===== src/rtl/half_adder_core_if.sv =====
// Bus bundle for half_adder_core: operand/valid inputs plus combinational,
// registered and statistics outputs. Parameters must match the attached core.
interface half_adder_core_if #(
  parameter int WIDTH = 1,
  parameter int CNT_W = 16
);
  logic             in_valid;
  logic [WIDTH-1:0] A;
  logic [WIDTH-1:0] B;
  logic [WIDTH-1:0] Sum;
  logic [WIDTH-1:0] Carry;
  logic             out_valid;
  logic [WIDTH-1:0] Sum_q;
  logic [WIDTH-1:0] Carry_q;
  logic [CNT_W-1:0] carry_count;

  modport master (
    output in_valid, A, B,
    input  Sum, Carry, out_valid, Sum_q, Carry_q, carry_count
  );

  modport slave (
    input  in_valid, A, B,
    output Sum, Carry, out_valid, Sum_q, Carry_q, carry_count
  );
endinterface


===== src/rtl/half_adder_core.sv =====
// Lane-wise half adder with a zero-latency path and a 1-cycle valid-qualified copy.
// Optional saturating carry-event counter is built only when HALF_ADDER_STATS_EN is defined.
module half_adder_core #(
  parameter int WIDTH = 1,
  parameter int CNT_W = 16
) (
  input logic              clk,
  input logic              rst,
  half_adder_core_if.slave bus
);
  logic [WIDTH-1:0] sum_c;
  logic [WIDTH-1:0] carry_c;
  logic [WIDTH-1:0] sum_r;
  logic [WIDTH-1:0] carry_r;
  logic             valid_r;

  assign sum_c     = bus.A ^ bus.B;
  assign carry_c   = bus.A & bus.B;
  assign bus.Sum   = sum_c;
  assign bus.Carry = carry_c;

  // Data registers hold across idle beats so downstream can re-read the last result.
  always_ff @(posedge clk or posedge rst) begin
    if (rst) begin
      valid_r <= 1'b0;
      sum_r   <= '0;
      carry_r <= '0;
    end else begin
      valid_r <= bus.in_valid;
      if (bus.in_valid) begin
        sum_r   <= sum_c;
        carry_r <= carry_c;
      end
    end
  end

  assign bus.out_valid = valid_r;
  assign bus.Sum_q     = sum_r;
  assign bus.Carry_q   = carry_r;

`ifdef HALF_ADDER_STATS_EN
  localparam int PC_W  = $clog2(WIDTH + 1);
  localparam int SUM_W = ((CNT_W > PC_W) ? CNT_W : PC_W) + 1;

  logic [PC_W-1:0]  pc;
  logic [SUM_W-1:0] acc;
  logic [CNT_W-1:0] cnt_r;
  logic [CNT_W-1:0] cnt_next;

  // One extra bit of headroom lets the overflow compare see past all-ones.
  always_comb begin
    pc = '0;
    for (int i = 0; i < WIDTH; i++) begin
      pc = pc + PC_W'(carry_c[i]);
    end
    acc = SUM_W'(cnt_r) + SUM_W'(pc);
    if (acc > SUM_W'({CNT_W{1'b1}})) begin
      cnt_next = '1;
    end else begin
      cnt_next = acc[CNT_W-1:0];
    end
  end

  always_ff @(posedge clk or posedge rst) begin
    if (rst) begin
      cnt_r <= '0;
    end else if (bus.in_valid) begin
      cnt_r <= cnt_next;
    end
  end

  assign bus.carry_count = cnt_r;
`else
  assign bus.carry_count = '0;
`endif
endmodule


===== src/flat_wrapper.sv =====
// flat-port wrapper written by rule: the top's interface ports become plain ports
module half_adder_core_flat 
#(
  parameter int WIDTH = 1,
  parameter int CNT_W = 16
)
  (clk, rst, bus_in_valid, bus_A, bus_B, bus_Sum, bus_Carry, bus_out_valid, bus_Sum_q, bus_Carry_q, bus_carry_count);
  half_adder_core_if #(.WIDTH(WIDTH), .CNT_W(CNT_W)) bus_i ();
  input logic clk;
  input logic rst;
  input wire logic [$bits(bus_i.in_valid)-1:0] bus_in_valid;
  input wire logic [$bits(bus_i.A)-1:0] bus_A;
  input wire logic [$bits(bus_i.B)-1:0] bus_B;
  output wire logic [$bits(bus_i.Sum)-1:0] bus_Sum;
  output wire logic [$bits(bus_i.Carry)-1:0] bus_Carry;
  output wire logic [$bits(bus_i.out_valid)-1:0] bus_out_valid;
  output wire logic [$bits(bus_i.Sum_q)-1:0] bus_Sum_q;
  output wire logic [$bits(bus_i.Carry_q)-1:0] bus_Carry_q;
  output wire logic [$bits(bus_i.carry_count)-1:0] bus_carry_count;
  assign bus_i.in_valid = bus_in_valid;
  assign bus_i.A = bus_A;
  assign bus_i.B = bus_B;
  assign bus_Sum = bus_i.Sum;
  assign bus_Carry = bus_i.Carry;
  assign bus_out_valid = bus_i.out_valid;
  assign bus_Sum_q = bus_i.Sum_q;
  assign bus_Carry_q = bus_i.Carry_q;
  assign bus_carry_count = bus_i.carry_count;
  half_adder_core #(.WIDTH(WIDTH), .CNT_W(CNT_W)) u_core (.clk(clk), .rst(rst), .bus(bus_i));
endmodule

===== config.mk =====
export PLATFORM = sky130hd
export DESIGN_NAME = half_adder_core_flat
export DESIGN_NICKNAME = d
export VERILOG_FILES = /design/src/rtl/half_adder_core_if.sv /design/src/rtl/half_adder_core.sv /design/src/flat_wrapper.sv
export SDC_FILE = /design/constraint.sdc
export NUM_CORES = 1
export LEC_CHECK = 0
export ABC_CLOCK_PERIOD_IN_PS = 1800
export CORE_AREA = 2 2 39 41
export DETAILED_ROUTE_END_ITERATION = 16
export DIE_AREA = 0 0 41 43
export GPL_TIMING_DRIVEN = 1
export PLACE_DENSITY_LB_ADDON = 0.25
export SLEW_MARGIN = 20
export SYNTH_ARGS = -nofsm -noshare
export SYNTH_HDL_FRONTEND = slang
export SYNTH_SLANG_ARGS = --single-unit

===== constraint.sdc =====
create_clock -name clk -period 1.8 [get_ports clk]
set_clock_uncertainty 0.15 [all_clocks]
set_input_delay 0.18 -clock clk [delete_from_list [all_inputs] [get_ports clk]]
set_output_delay 0.18 -clock clk [all_outputs]
set_load 0.02 [all_outputs]

**Word level (Yosys, flattened, before mapping)**

Index checks and enable logic that the tools add are counted.

- Bitwise logic cells: 2

Operator list:

| kind | number |
|---|---|
| 1-bit AND | 1 |
| 1-bit bitwise XOR | 1 |

- Register bits after elaboration: 3
- Bits of input ports: 5
- Word-level logic and storage cells: 5

**Longest topological paths before layout**

- Word-level depth: 1
- Gate-level depth with buffers: 2
- Mapped depth without buffers: 2

**Least setup slack after synthesis**

OpenSTA, ideal clock, no wires.

- Path type: input to register
- From: input bus_B
- To: register u_core.sum_r, in the netlist u_core.bus.Sum_q
- Library setup time: 125 ps
- Arrival time: 828 ps
- Data required time: 1525 ps
- Setup slack: 697 ps
- Stages on the path: 2
- Path buffers: 0
- Path through: ha_1 -> mux2_2

- Cells in the longest elaborated chain, start to end: 1

Ends and longest elaborated chain:

| what | line | source |
|---|---|---|
| start: declaration | flat_wrapper.sv:13 | `input wire logic [$bits(bus_i.B)-1:0] bus_B;` |
| 1-bit bitwise XOR | half_adder_core.sv:17 | `assign sum_c = bus.A ^ bus.B;` |
| end signal: assignment | half_adder_core.sv:31 | `sum_r <= sum_c;` |
| end: declaration | half_adder_core.sv:13 | `logic [WIDTH-1:0] sum_r;` |

Every way passes these cells.
A chain may end at the register's enable or synchronous reset.

**Worst setup path after layout**

- From: input bus_B
- To: output bus_Carry

- Cells in the longest elaborated chain, start to end: 1

Ends and longest elaborated chain:

| what | line | source |
|---|---|---|
| 1-bit AND | half_adder_core.sv:18 | `assign carry_c = bus.A & bus.B;` |
| end: declaration | flat_wrapper.sv:15 | `output wire logic [$bits(bus_i.Carry)-1:0] bus_Carry;` |

Every way passes these cells.

==> metrics.md <==
| Metric | Value |
|---|---|
| Metal2 WL | between 200 and 250 um |
| Root Driver | clkbuf_4 |
| Post-synth top area share | slightly above 50% |
| Pwr Total | about 0.28 mW |
| Hold Violations, Final | 0 |
| Post CTS Setup Buffer Count | 0 |
| Grt total ovfl | 0 |
| Total GRT Usage | 5.22% |
| IO Pins | 26 |
| Post-synth top area cell | buf_4 |
| Layout cell share with drive strength beyond 1 | 13.5% |
| Sequential element share of the synthesized area | between 30% and 40% |
| N_diodes | 0 |
| Pre-antenna DRT Iters | 1 |
| Crit-path cells | clkdlybuf4s50_1 > ha_1 > clkdlybuf4s50_1 |
| Worst-Skew Late Latency | 0.23 ns |
| Crit. End Element | output pin |
| Largest net degree at the start of global routing | 4 |
| Int Pwr | ~0.19 mW |
| Vias per cell | 2.79 |
| CP max stage delay | roughly 0.6 ns |
| Clk pwr share | ~42% |
| CTS tree | built |
| Die area | about 1800 um2 |
| DRT Wirelength | approximately 380 um |
| Initial Util | roughly 17% |
| MaxCap Viol Count | 0 |
| Status | complete, no violations |
| IO Port Bufs | 9 |
| Vias in the first global route | ~110 |
| Drt wl/cell | roughly 7.1 um |
| Setup WS pre-CTS | -0.00814 ns |
| DR vias | 148 |
| DIE WIDTH | about 41 um |
| Setup violators final | 0 |
| Cells after Synth | 24 |
| R2r worst-path depth | 1 |
| CP Max Fanout | 2 |
| Power density over the cells | 862 nW/um2 |
| Synth cell types | 6 |
| Worst Hold Path Cells | 1 |
| R2r setup slk | slightly above 0.9 ns |
| Syn Area/Cell | 9.91 um2 |
| Post-route cell area | 319 um2 |
| Static leakage | 0.165 nW |
| Yosys reg bits | 3 |
| Worst setup path class | input port to output pin |
| CP most frequent cell | clkdlybuf4s50_1 |
| Antenna Nets Post-Route | 0 |
| CTS H-Tree Depth | 1 |
| Req. time, crit path | around 1.5 ns |
| Initial antenna violation count | 0 |
| Post-synthesis cell area | approximately 240 um2 |
| First-pass GRT wire length | around 560 um |
| DP HPWL | around 300 um |
| Hold/Removal Path Class | input port to flop |
| Yosys warns | 0 |
| Period Utilization, post-route | approximately 96% |
| Row count | 14 |
| Sw power | 0.0882 mW |
| Crit path arrival time | between 1 and 1.5 ns |
| Sequential group share of total power | ~28% |
| Area grow syn2layout | 34.2% |
| Max layer used | met3 |
| Final worst slack | between 0.06 and 0.07 ns |
| Slew Limit Fails | 0 |
| VDD IR max | around 360 uV |
| Clock sinks | 3 |
| # DRC | 0 |
| Net Sw Frac | around a third |
| Die height | between 40 and 50 um |
| Starting DRT DRC Count | 0 |
| Clock buffer depth | 2 |
| Top post-synthesis cells by area | buf_4 51%, dfrtp_1 32%, mux2_2 9.5% |
| Fin nets | 44 |
| Metal3 WL | approximately 36 um |
| Metal-1 WL | between 100 and 150 um |
| RePlAce Congestion | about 0.6 |
| Clock-pin slew on the worst setup and hold paths | around 0.040 ns |
| Cell Area, Placed | between 200 and 300 um2 |
| Slowest-stage cell, CP | clkdlybuf4s50_1 |
| Startpoint types | input port |
| RSZ-0062 raised after global routing | no |
| Tmin final | roughly 1.7 ns |
| Fmax | between 500 and 600 MHz |
| Core footprint | 1380 um2 |
| Combinational share of power | between 20% and 30% |
| Num CTS Buffers | 3 |
[sequential cells by signal (all words and copies together) (netlist names)]
register              cells
u_core.bus.Carry_q        1
u_core.bus.out_valid      1
u_core.bus.Sum_q          1
[area by class of cell]
| cell class | count | area (um2) |
|---|---|---|
| sequential | 3 | 75.1 |
| inverter | 1 | 3.75 |
| timing repair buffer | 10 | 98.8 |
| tap | 16 | 20.0 |
| multi-input combinational | 19 | 95.1 |
| fill | 164 | 1060 |
| clock buffer | 4 | 26.3 |
[repair_timing]
action,in CTS,in global routing
hold endpoints to repair,3,0
endpoints found under the setup margin,1,0
resized for setup,1,0
hold buffers,1,0
[cells by family after synthesis]
family / after synthesis / synth area share [%]
muxes: 2 / 9.47
adders and majority gates: 1 / 5.26
buffers and inverters: 17 / 52.1
DFF: 3 / 31.6
other: 1 / 1.58
[synth_stat cells]
master / count
dfrtp_1: 3
buf_4: 16
inv_1: 1
ha_1: 1
mux2_2: 2
conb_1: 1
[placed cells by master (no fill, tap or decap)]
cell type	Yosys	final
clkbuf_1	0	1
clkbuf_4	0	3
clkdlybuf4s50_1	0	8
conb_1	1	16
dfrtp_1	3	3
dlygate4sd2_1	0	1
dlygate4sd3_1	0	1
ha_1	1	1
inv_1	1	1
mux2_2	2	2
[per-stage QoR]
step           util (%)  TNS (ns)  hold WS (ns)  cells
2_1_floorplan         -         0        -0.216     39
3_3_place_gp       20.5   -0.0121         0.222     48
3_5_place_dp       20.5  -0.00814         0.224     48
4_1_cts            23.1         0         0.331     53
5_1_grt            23.1         0         0.346     53
6_report           23.1         0         0.334     53
[power by group through the flow]
stage | registers, mW | logic [mW] | clock network, mW
floorplan | 0.0863 | 0.0705 | 0
global placement | 0.0776 | 0.0827 | 0
detailed placement | 0.0777 | 0.0828 | 0
CTS | 0.0769 | 0.0829 | 0.122
global route | 0.0778 | 0.0880 | 0.129
finish | 0.0769 | 0.0823 | 0.116
[worst max-delay path: cells and delay by family]
family,cells,cell delay (ns)
buffers and inverters,2,1.07
adder cells (fa/ha/maj),1,0.16
[layer usage]
| metal | vias to the layer above | GRT usage [%] |
|---|---|---|
| li1 | 66 | - |
| met3 | 0 | 4.71 |
| met4 | 0 | 2.00 |
| met2 | 11 | 8.13 |
| met1 | 71 | 4.50 |
| met5 | - | 0 |
[path summary, 6_finish.rpt]
| kind | startpoint | to |
|---|---|---|
| worst min-delay path | bus_in_valid | u_core.bus.out_valid$_DFF_PP0_ |
| worst min register to register | u_core.bus.Carry_q$_DFFE_PP0P_ | u_core.bus.Carry_q$_DFFE_PP0P_ |
| worst max register to register | u_core.bus.Sum_q$_DFFE_PP0P_ | u_core.bus.Sum_q$_DFFE_PP0P_ |
| min in group asynchronous | rst | u_core.bus.out_valid$_DFF_PP0_ |
| worst max-delay path | bus_B | bus_Carry |
| max in group asynchronous | rst | u_core.bus.Carry_q$_DFFE_PP0P_ |
(Power assumes the default switching activity.)
